`config.mk`:
```
export PLATFORM = sky130hd
export DESIGN_NAME = ddr_fifo_to_app
export DESIGN_NICKNAME = d
export VERILOG_FILES = /design/src/rtl/ddr_pkg.sv /design/src/rtl/ddr_fifo_to_app_rr_arb2.sv /design/src/rtl/ddr_fifo_to_app.sv
export SDC_FILE = /design/constraint.sdc
export NUM_CORES = 1
export LEC_CHECK = 0
export ABC_CLOCK_PERIOD_IN_PS = 2500
export BUFFER_PORTS_ARGS = -buffer_cell sky130_fd_sc_hd__clkbuf_2
export CAP_MARGIN = 10
export CORE_MARGIN = 2
export CORE_UTILIZATION = 50
export CTS_BUF_LIST = sky130_fd_sc_hd__clkbuf_8
export CTS_CLUSTER_DIAMETER = 150
export CTS_CLUSTER_SIZE = 30
export DETAILED_ROUTE_END_ITERATION = 7
export HOLD_SLACK_MARGIN = 0.02
export PLACE_DENSITY_LB_ADDON = 0.12
export REMOVE_ABC_BUFFERS = 1
export SLEW_MARGIN = 20
export SYNTH_ARGS = -nofsm -noshare
export SYNTH_HDL_FRONTEND = slang
export SYNTH_SLANG_ARGS = --single-unit
export TNS_END_PERCENT = 5
```
`constraint.sdc`:
```
create_clock -name clk -period 2.5 [get_ports clk]
set_clock_uncertainty 0.15 [all_clocks]
set_input_delay 0.5 -clock clk [delete_from_list [all_inputs] [get_ports clk]]
set_output_delay 0.5 -clock clk [all_outputs]
set_load 0.005 [all_outputs]
```
`src/rtl/ddr_pkg.sv`:
```
// ddr_pkg: shared definitions for the DDR request path.
//   - APP_CMD_RD / APP_CMD_WR : MIG app_cmd encodings
//   - ddr_state_e             : dispatcher state encoding
//   - ADDR_W_DEF / APP_DW_DEF : default address / app data widths
package ddr_pkg;

  localparam int ADDR_W_DEF = 27;
  localparam int APP_DW_DEF = 64;

  localparam logic [2:0] APP_CMD_RD = 3'b001;
  localparam logic [2:0] APP_CMD_WR = 3'b000;

  typedef enum logic [2:0] {
    ST_IDLE   = 3'd0,
    ST_RD_CMD = 3'd1,
    ST_WR_D0  = 3'd2,
    ST_WR_D1  = 3'd3,
    ST_WR_CMD = 3'd4
  } ddr_state_e;

endpackage

```
`src/rtl/ddr_fifo_to_app_rr_arb2.sv`:
```
// rr_arb2: two-requester round-robin arbiter.
//   clk, reset : clock, synchronous active-high reset
//   en         : arbitration enable; gnt is all-zero while low
//   req[1:0]   : request vector
//   gnt[1:0]   : one-hot (or zero) grant, combinational from req/en
// The last-granted flag moves on every issued grant, so on a tie the side
// that did not win the previous grant wins. INIT_LAST is the flag value after
// reset (1 = requester 1 treated as last winner, so requester 0 wins the
// first tie).
module rr_arb2 #(
  parameter bit INIT_LAST = 1'b1
) (
  input  logic       clk,
  input  logic       reset,
  input  logic       en,
  input  logic [1:0] req,
  output logic [1:0] gnt
);

  logic last_q;  // 1 = requester 1 won the most recent grant

  always_comb begin
    gnt = 2'b00;
    if (en) begin
      if (req == 2'b11) gnt = last_q ? 2'b01 : 2'b10;
      else              gnt = req;
    end
  end

  always_ff @(posedge clk) begin
    if (reset)      last_q <= INIT_LAST;
    else if (|gnt)  last_q <= gnt[1];
  end

endmodule

```
`src/rtl/ddr_fifo_to_app.sv`:
```
// ddr_fifo_to_app: dispatches read/write requests from the DDR request FIFOs
// onto the MIG user (app) interface.
//   clk, reset                 : MIG ui_clk, synchronous active-high reset
//   init_calib_complete        : gates new grants only
//   f2a_has_rd_req/f2a_app_adx : read FIFO not-empty / FWFT head address
//   f2a_get_rd_adr             : read FIFO pop (1-cycle pulse)
//   f2a_has_wr_req/f2a_wr_adx/f2a_wr_data : write FIFO status / FWFT head
//   f2a_get_wr_req             : write FIFO pop (1-cycle pulse)
//   app_addr/app_cmd/app_en/app_rdy       : MIG command channel
//   app_wdf_data/wren/end/mask/rdy        : MIG write-data channel
//   busy                       : dispatcher not idle
//   rd_issued_cnt/wr_issued_cnt: accepted read/write commands, mod 2^32
//   state_dbg                  : current FSM state for observation
//
// Handshake: a transfer on either MIG channel happens on the rising edge where
// the block's enable (app_en / app_wdf_wren) and MIG's ready are both high.
// While enable is high and ready is low, address, command and data are held
// stable; the enable is never withdrawn before acceptance.
module ddr_fifo_to_app
  import ddr_pkg::*;
#(
  parameter int ADDR_W   = ADDR_W_DEF,
  parameter int APP_DW   = APP_DW_DEF,
  parameter int WR_FIRST = 0
) (
  input  logic                  clk,
  input  logic                  reset,
  input  logic                  init_calib_complete,
  input  logic                  f2a_has_rd_req,
  input  logic [ADDR_W-1:0]     f2a_app_adx,
  output logic                  f2a_get_rd_adr,
  input  logic                  f2a_has_wr_req,
  input  logic [ADDR_W-1:0]     f2a_wr_adx,
  input  logic [2*APP_DW-1:0]   f2a_wr_data,
  output logic                  f2a_get_wr_req,
  output logic [ADDR_W-1:0]     app_addr,
  output logic [2:0]            app_cmd,
  output logic                  app_en,
  input  logic                  app_rdy,
  output logic [APP_DW-1:0]     app_wdf_data,
  output logic                  app_wdf_wren,
  output logic                  app_wdf_end,
  output logic [APP_DW/8-1:0]   app_wdf_mask,
  input  logic                  app_wdf_rdy,
  output logic                  busy,
  output logic [31:0]           rd_issued_cnt,
  output logic [31:0]           wr_issued_cnt,
  output logic [2:0]            state_dbg
);

  ddr_state_e state_q, state_nx;

  logic [ADDR_W-1:0]   addr_q;
  logic [2*APP_DW-1:0] data_q;
  logic [2:0]          cmd_q;
  logic [31:0]         rd_cnt_q, wr_cnt_q;

  logic       arb_en;
  logic [1:0] gnt;  // [0] = read, [1] = write

  // Grants are only offered from IDLE with calibration done. Reset is folded
  // in so the pops stay low while the upstream FIFOs are being cleared.
  assign arb_en = (state_q == ST_IDLE) && init_calib_complete && !reset;

  rr_arb2 #(
    .INIT_LAST(WR_FIRST == 0)
  ) u_arb (
    .clk  (clk),
    .reset(reset),
    .en   (arb_en),
    .req  ({f2a_has_wr_req, f2a_has_rd_req}),
    .gnt  (gnt)
  );

  assign f2a_get_rd_adr = gnt[0];
  assign f2a_get_wr_req = gnt[1];

  always_comb begin
    state_nx = state_q;
    case (state_q)
      ST_IDLE: begin
        if (gnt[0])      state_nx = ST_RD_CMD;
        else if (gnt[1]) state_nx = ST_WR_D0;
      end
      ST_RD_CMD: if (app_rdy)     state_nx = ST_IDLE;
      ST_WR_D0:  if (app_wdf_rdy) state_nx = ST_WR_D1;
      ST_WR_D1:  if (app_wdf_rdy) state_nx = ST_WR_CMD;
      ST_WR_CMD: if (app_rdy)     state_nx = ST_IDLE;
      default:                    state_nx = ST_IDLE;
    endcase
  end

  always_ff @(posedge clk) begin
    if (reset) begin
      state_q  <= ST_IDLE;
      addr_q   <= '0;
      data_q   <= '0;
      cmd_q    <= APP_CMD_WR;
      rd_cnt_q <= '0;
      wr_cnt_q <= '0;
    end else begin
      state_q <= state_nx;
      // The popped FIFO head is captured on the grant edge; the FIFO moves on
      // to its next entry in the same cycle.
      if (gnt[0]) begin
        addr_q <= f2a_app_adx;
        cmd_q  <= APP_CMD_RD;
      end else if (gnt[1]) begin
        addr_q <= f2a_wr_adx;
        data_q <= f2a_wr_data;
        cmd_q  <= APP_CMD_WR;
      end
      if (state_q == ST_RD_CMD && app_rdy) rd_cnt_q <= rd_cnt_q + 32'd1;
      if (state_q == ST_WR_CMD && app_rdy) wr_cnt_q <= wr_cnt_q + 32'd1;
    end
  end

  assign app_en       = (state_q == ST_RD_CMD) || (state_q == ST_WR_CMD);
  assign app_wdf_wren = (state_q == ST_WR_D0)  || (state_q == ST_WR_D1);
  assign app_wdf_end  = (state_q == ST_WR_D1);
  assign app_wdf_data = (state_q == ST_WR_D1) ? data_q[2*APP_DW-1:APP_DW]
                                              : data_q[APP_DW-1:0];
  assign app_wdf_mask = '0;
  assign app_addr     = addr_q;
  assign app_cmd      = cmd_q;
  assign busy         = (state_q != ST_IDLE);
  assign rd_issued_cnt = rd_cnt_q;
  assign wr_issued_cnt = wr_cnt_q;
  assign state_dbg    = state_q;

endmodule

```
# [Word-level counts from Yosys, hierarchy flattened]
# Cells that the tools add are included.
[totals] reg_bits=224 output_inout_bits=175
[op_classes] n_addsub=2 eq_ne=9 muxes=14 n_bitwise=1 n_reduce_logical=14
[op_table] op="$add 32x1->32 const B" n=2
[op_table] op="$mux 64" n=1
[op_table] op="$mux 27" n=2
[op_table] op="$mux 3" n=5
[op_table] op="$pmux 3 s4" n=1
[op_table] op="$eq 3x2->1 const B" n=2
[op_table] op="$mux 2" n=3
[op_table] op="$logic_and 1x1->1" n=4
[op_table] op="$ne 2x1->1 const B" n=2
[op_table] op="$reduce_and 4->1" n=1
[op_table] op="$reduce_or 2->1" n=2
[op_table] op="$eq 3x1->1 const B" n=1
[op_table] op="$eq 3x3->1 const B" n=1
[op_table] op="$logic_not 3->1" n=1
[op_table] op="$ne 3x3->1 const B" n=1
[op_table] op="$reduce_bool 3->1" n=1
[op_table] op="$eq 2x2->1 const B" n=1
[op_table] op="$logic_or 1x1->1" n=2
[op_table] op="$mux 1" n=2
[op_table] op="$ne 2x2->1 const B" n=1
[op_table] op="$reduce_and 2->1" n=1
[op_table] op="$reduce_bool 2->1" n=1
[op_table] op="$logic_not 1->1" n=1
[op_table] op="$not 1->1" n=1

# [Depth between registers and ports, before layout]
# Gate-level depths: netlist of the first run.
[logic_depth] word_depth=7 mapped_depth=9 depth_no_buf=6

# [By module]
# From an unflattened synthesis of the first run, not the netlist that was laid out.
[hier_totals] hier_cells=1319 hier_area_um2=9726.8
[by_module_without_submodules] mod="ddr_fifo_to_app" n_inst=1 cells_each=1311 area_per_inst_um2=9668.0 seq_area_each_um2=4464.3
[by_module_without_submodules] mod="rr_arb2" n_inst=1 cells_each=8 area_per_inst_um2=58.8 seq_area_each_um2=20.0

# [Worst setup path after synthesis of the first run]
# Ideal clock, no wire load.
[synth_timing] kind="reg-to-output" startpoint="register state_q[2], in the netlist state_dbg[2]" endpoint="output app_wdf_data[14]" arrival_time_ps=1609 path_slack_ps=241 path_stages_with_launch=6 path_cell_list="dfxtp_1 -> nor2b_1 -> nand2_1 -> clkbuf_1 -> buf_2 -> mux2_2"
[synth_via] elab_chain_len=2
[synth_lines] element="from (decl)" line="ddr_fifo_to_app.sv:51" text="ddr_state_e state_q, state_nx;"
[synth_lines] element="from (signal assigned)" line="ddr_fifo_to_app.sv:102" text="state_q <= state_nx;"
[synth_lines] element="$eq 3x2->1" line="ddr_fifo_to_app.sv:121" text="assign app_wdf_data = (state_q == ST_WR_D1) ? data_q[2*APP_DW-1:APP_DW]"
[synth_lines] element="$mux 64" line="ddr_fifo_to_app.sv:121"
[synth_lines] element="to (decl)" line="ddr_fifo_to_app.sv:40" text="output logic [APP_DW-1:0] app_wdf_data,"
# No other way between the ends.

# [Worst setup path in the final report of the first run]
[layout_timing] startpoint="register state_q[1], in the netlist state_dbg[1]" endpoint="output app_wdf_data[13]"
# Same word-level chain as after synthesis.

==> results of run 1 <==
per-stage QoR:
step	power, W	TNS (ns)	std cells	setup WS [ns]
floorplan	0.00477	-216.81	1079	-1.36
global placement	0.00545	0	1717	0.205
detailed placement	0.00547	0	1717	0.150
CTS	0.00724	-4.75	1856	-0.0905
global route	0.00760	-6.53	1862	-0.119
finish	0.00724	-1.02	1863	-0.0361
power by group:
part / switching (W) / internal [W]
combinational: 0.000824 / 0.000897
sequential: 0.000161 / 0.00384
clock: 0.00109 / 0.000424
total: 0.00207 / 0.00516
critical path: cells and delay by family (launching register included):
kind / cells / cell delay [ns]
mux: 1 / 0.27
buf+inv: 2 / 0.33
flops: 1 / 0.42
simple gates: 2 / 0.34
metal layers:
layer	global-route usage	vias to the layer above	wire length, um
met5	0	-	0
met4	0.0991	0	1050
met3	0.0517	63	1940
met2	0.436	300	13700
met1	0.296	4276	11300
li1	-	4730	-
state kept, by name, summed over array words and instances (netlist names):
name / cells
app_addr: 27
app_cmd: 1
data_q: 128
rd_issued_cnt: 32
state_dbg: 3
u_arb.last_q: 1
wr_issued_cnt: 32
path summary, 6_finish.rpt:
| check | cells after the start | startpoint | endpoint | slack, ns |
|---|---|---|---|---|
| min | 3 | f2a_wr_data[117] | data_q[117] | 0.04 |
| min reg2reg | 2 | data_q[60] | data_q[60] | 0.32 |
| max | 5 | state_dbg[1] | app_wdf_data[13] | -0.04 |
| max reg2reg | 7 | state_dbg[1] | rd_issued_cnt[26] | 0.11 |
layout make-up:
| type | count | area, um2 |
|---|---|---|
| timing repair buffer | 506 | 3350 |
| clock buffer | 11 | 151 |
| clock inverter | 1 | 16.3 |
| fill | 1561 | 6060 |
| multi-input combinational | 838 | 4990 |
| tap | 265 | 332 |
| sequential | 224 | 4500 |
| inverter | 17 | 68.8 |
| antenna | 1 | 2.50 |
cells in the mapped netlist (6+ instances only):
cell type	instances	area [um2]
dfxtp_1	224	4480
nand2_1	160	601
nand2b_1	135	845
o21ai_0	108	541
nor2_1	95	357
mux2_2	64	721
clkbuf_1	42	158
nor3_1	34	170
xnor2_1	33	289
o21ai_1	28	140
o22ai_1	27	169
buf_4	24	180
nand3_1	21	105
nand4_1	20	125
xor2_1	17	149
a21oi_1	16	80.1
inv_1	16	60.1
buf_2	9	45.0
or3_1	9	56.3
nor4_1	8	50.1
and4_1	7	61.3
and2_1	6	37.5
and3_1	6	37.5
repair_timing:
| action | 4_1_cts | 5_1_grt |
|---|---|---|
| gates resized for setup | 14 | 2 |
| hold buffers | 125 | 0 |
| pin swaps | 1 | 1 |
| gates cloned | 2 | 1 |
| setup endpoints to repair | 66 | 66 |
| hold endpoints to repair | 127 | 0 |
| buffers inserted | 0 | 5 |
cells by family after synthesis:
family	after synthesis	share of synthesized area
compound gates	188	0.101
xor+xnor	50	0.0442
fa+ha+maj	2	0.00253
buf+inv	101	0.0506
flops	224	0.453
mux	64	0.0727
other cells	1	0.000378
simple gates	524	0.276
==> summary.md, run 1 <==
| Metric | Value |
|---|---|
| Core ar. | `19,500 um2` |
| I/O Buffers | `353` |
| Clock buffer depth | `3` |
| Via count | `9,369` |
| Critical path class | `reg -> out` |
| Status | `finished, violations left` |
| Global-route wire length before repair | `42,300 um` |
| Cell count after synthesis | `1,154` |
| Drt first pass iters | `4` |
| Final Hold Viols | `0` |
| Max incr delay on CP | `0.42 ns` |
| Commonest non-fill, non-tap cell in the layout | `clkbuf_2` |
| Synth Register Bits | `224` |
| Nets | `1,789` |
| Worst path cell trace | `nor2b_4, nand2_8, clkbuf_16, mux2_2, clkbuf_2` |
| H-tree lvl count | `1` |
| Yosys warning count | `0` |
| Distinct cells, synth | `50` |
| Startpoint Class | `flip-flop` |
| DRC viols | `0` |
| Total GRT Usage | `0.248` |
| Pwr Density | `540 nW/um2` |
| Clock root cell | `clkbuf_8` |
| Failing checks | `setup timing` |
| Num Clock Sinks | `224` |
| Die Height | `145 um` |
| Dpl cell area | `11,800 um2` |
| Worst hold path class | `in -> reg` |
| Sequential fraction of the synthesis area | `0.453` |
| Layout cell share with drive strength beyond 1 | `0.301` |
| Setup violators final | `58` |
| Period Utilization, post-route | `1.01` |
| Final Cell Area | `13,400 um2` |
| Hold_ws | `0.0354 ns` |
| Final Util | `0.689` |
| Vias in the first global route | `8,767` |
| Least-Margin Pin Slew | `0.671 ns` |
| Initial drt markers | `466` |
| Clock transition at path regs | `0.17 ns` |
| Max-slew headroom | `0.553` |
| Max-slew violation count | `0` |
| RSZ-0062 raised after global routing | `yes` |
| Largest net degree at the start of global routing | `117` |
| Clk Latency, worst-skew pair | `0.52 ns` |
| Number of synthesized flops with an enable pin | `0` |
| Main synth FF type | `dfxtp_1` |
| IO Count | `364` |
| CP max-delay cell | `dfxtp_4` |
| Most frequent cells in the layout | `clkbuf_2 (352), dfxtp_1 (221), nand2_1 (159)` |
| Crit end category | `output pin` |
| WP data arrival | `1.89 ns` |
| TritonCTS clock tree | `built` |
| Antenna violations before repair | `0` |
| Die ar. | `21,000 um2` |
| Mapped Area | `9910 um2` |
| Row count | `51` |
| GRT overflow | `0` |
| Final RePlAce weighted congestion | `0.825` |
| P&R area growth vs syn | `35.3%` |
| FFs w/ async S/R, synth | `0` |
| ANT nets after route | `0` |
| Avg Cell Area, Syn | `8.59 um2` |
| Final WL | `28,000 um` |
| Final Critical Period | `2.54 ns` |
| WP data required | `1.85 ns` |
| Leak pwr | `5.69 nW` |
| Vias per cell | `5.03` |
| Initial Util | `0.509` |
| Total CTS buffers | `11` |
| Max cap viols | `0` |
| Fmax | `0.394 GHz` |
| Final HPWL DP | `18,100 um` |
| Worst Path Max Fanout | `9` |
| Die span in x | `145 um` |
| Wire length per cell | `15.0 um` |
| Max VDD drop | `0.379 mV` |
| Worst Slack Setup Final | `-0.0361 ns` |
No activity file was read; power rests on OpenSTA's default activity.
==> inputs of run 2 (changes only) <==
CORE_UTILIZATION = 32   (was 50)
CTS_CLUSTER_DIAMETER = 200   (was 150)
TNS_END_PERCENT = not set   (was 5)
==> summary.md, run 2 (synthesis results as in run 1) <==
| Metric | Value |
|---|---|
| Status | `finished clean` |
| Initial Util | `0.325` |
| Global-route wire length before repair | `46,800 um` |
| Max VDD drop | `0.323 mV` |
| Antenna violations before repair | `0` |
| Total GRT Usage | `0.174` |
| Die span in x | `180 um` |
| Fmax | `0.407 GHz` |
| Num Clock Sinks | `224` |
| Total CTS buffers | `11` |
| Reg2reg path depth | `8` |
| Via count | `9,217` |
| Startpoint Class | `flip-flop` |
| Nets | `1,803` |
| Die Height | `180 um` |
| GRT overflow | `0` |
| Final RePlAce weighted congestion | `0.804` |
| Crit end category | `output pin` |
| Clock transition at path regs | `0.18 ns` |
| TritonCTS clock tree | `built` |
| Multi-input gate area | `5010 um2` |
| Most frequent cells in the layout | `clkbuf_2 (349), dfxtp_1 (221), nand2_1 (159)` |
| WP depth | `5` |
| Clock root cell | `clkbuf_8` |
| Wire length per cell | `14.7 um` |
| CP top delay family | `flip-flops` |
| Die ar. | `32,400 um2` |
| Final HPWL DP | `19,800 um` |
| Period Utilization, post-route | `0.982` |
| CP max-delay cell | `dfxtp_4` |
| Final Critical Period | `2.46 ns` |
| Core ar. | `30,500 um2` |
| Critical path class | `reg -> out` |
| Worst Path Max Fanout | `17` |
| Final Hold Viols | `0` |
| Clock buffer depth | `3` |
| Ant diodes | `0` |
| DRC viols | `0` |
| Final WL | `29,400 um` |
| Finished Layout Cells | `2,007` |
| WP buf/inv | `2` |
| Hold_sp | `f2a_wr_adx[25]` |
| Clk Latency, worst-skew pair | `0.53 ns` |
| ANT nets after route | `0` |
| P&R area growth vs syn | `38.8%` |
| Setup TNS | `0 ns` |
| Setup violators final | `0` |
| Vias per cell | `4.59` |
| Vias in the first global route | `9,041` |
| Top reg by flops | `data_q` |
| Filler instances | `3,076` |
| Reg2reg start | `state_dbg[1]` |
| Max-slew violation count | `0` |
| RSZ-0062 raised after global routing | `yes` |
| Layout cell share with drive strength beyond 1 | `0.304` |
| WP data arrival | `1.81 ns` |
| Worst hold path class | `in -> reg` |
| Total Power | `0.00734 W` |
| Initial drt markers | `380` |
| Largest net degree at the start of global routing | `104` |
| Worst setup startpoint | `state_dbg[1]` |
| Post-Place Cells | `1,855` |
| Worst path cell trace | `nor2b_4, nand2_8, buf_12, mux2_2, clkbuf_2` |
| H-tree lvl count | `1` |
| Max incr delay on CP | `0.38 ns` |
| WP data required | `1.85 ns` |
| Leak pwr | `5.77 nW` |
| IO Count | `364` |
| I/O Buffers | `353` |
| Drt first pass iters | `4` |
| Max reg flops | `128` |
| Max cap viols | `0` |
| Hold Path Stages | `3` |
| Pwr Density | `534 nW/um2` |
| Row count | `64` |
| Sequential cell area | `4500 um2` |
| Commonest non-fill, non-tap cell in the layout | `clkbuf_2` |
-- run 2: changes by cell type in the layout (fill, tap and decap cells not counted), sizes merged --
cell,previous run,this run
clkinv,1,0
diode,1,0
dlygate4sd3,125,130
buf,28,41
inv,17,18
clkbuf,364,360
-- run 2: through the flow --
step / util / setup slack, ns / area, um2 / hold WS, ns
after floorplan: - / -1.36 / 9500 / 0.288
after global placement: 0.397 / 0.174 / 12100 / 0.298
after detailed placement: 0.397 / 0.146 / 12100 / 0.304
after CTS: 0.452 / -0.110 / 13800 / 0.0203
after global routing: 0.451 / -0.0419 / 13700 / 0.0257
final: 0.451 / 0.0443 / 13700 / 0.0658
-- run 2: routing by layer --
metal / track usage / part of all wire / wire length (um)
met3: 0.0444 / 0.069 / 2030
met2: 0.293 / 0.46 / 13500
met5: 0 / 0 / 0
met4: 0.0299 / 0.016 / 468
met1: 0.227 / 0.46 / 13400
-- run 2: path summary, 6_finish.rpt --
check / slack (ns) / end
max: 0.04 / app_wdf_data[34]
min: 0.07 / app_addr[25]
max reg2reg: 0.22 / data_q[39]
min reg2reg: 0.33 / app_cmd[0]
-- run 2: tightest hold or removal path, cell delays in order --
cell and delay [ns]:
clkbuf_2 0.08, nor2_1 0.09, nor3_1 0.05
-- run 2: where the power goes --
part	internal (W)	leakage, nW	switching (W)
combinational	0.000936	3.87	0.000827
clock	0.000425	0.0864	0.00117
sequential	0.00384	1.82	0.000145
total	0.00520	5.77	0.00214
-- run 2: final cells by class --
type	count	share of cell area
well taps	396	0.0360
clock inverters	1	0.00118
flip-flops and latches	224	0.327
multi-input cells	838	0.364
repair buffers	520	0.255
clock buffers	11	0.0110
inverters	17	0.00519
-- run 2: repair_timing --
action | in CTS | in global routing
hold buffers | 130 | 0
resized for setup | 18 | 5
hold endpoints to repair | 130 | 0
endpoints found under the setup margin | 67 | 66
pin swaps | 3 | 2
cloned | 2 | 0
buffers inserted | 8 | 2
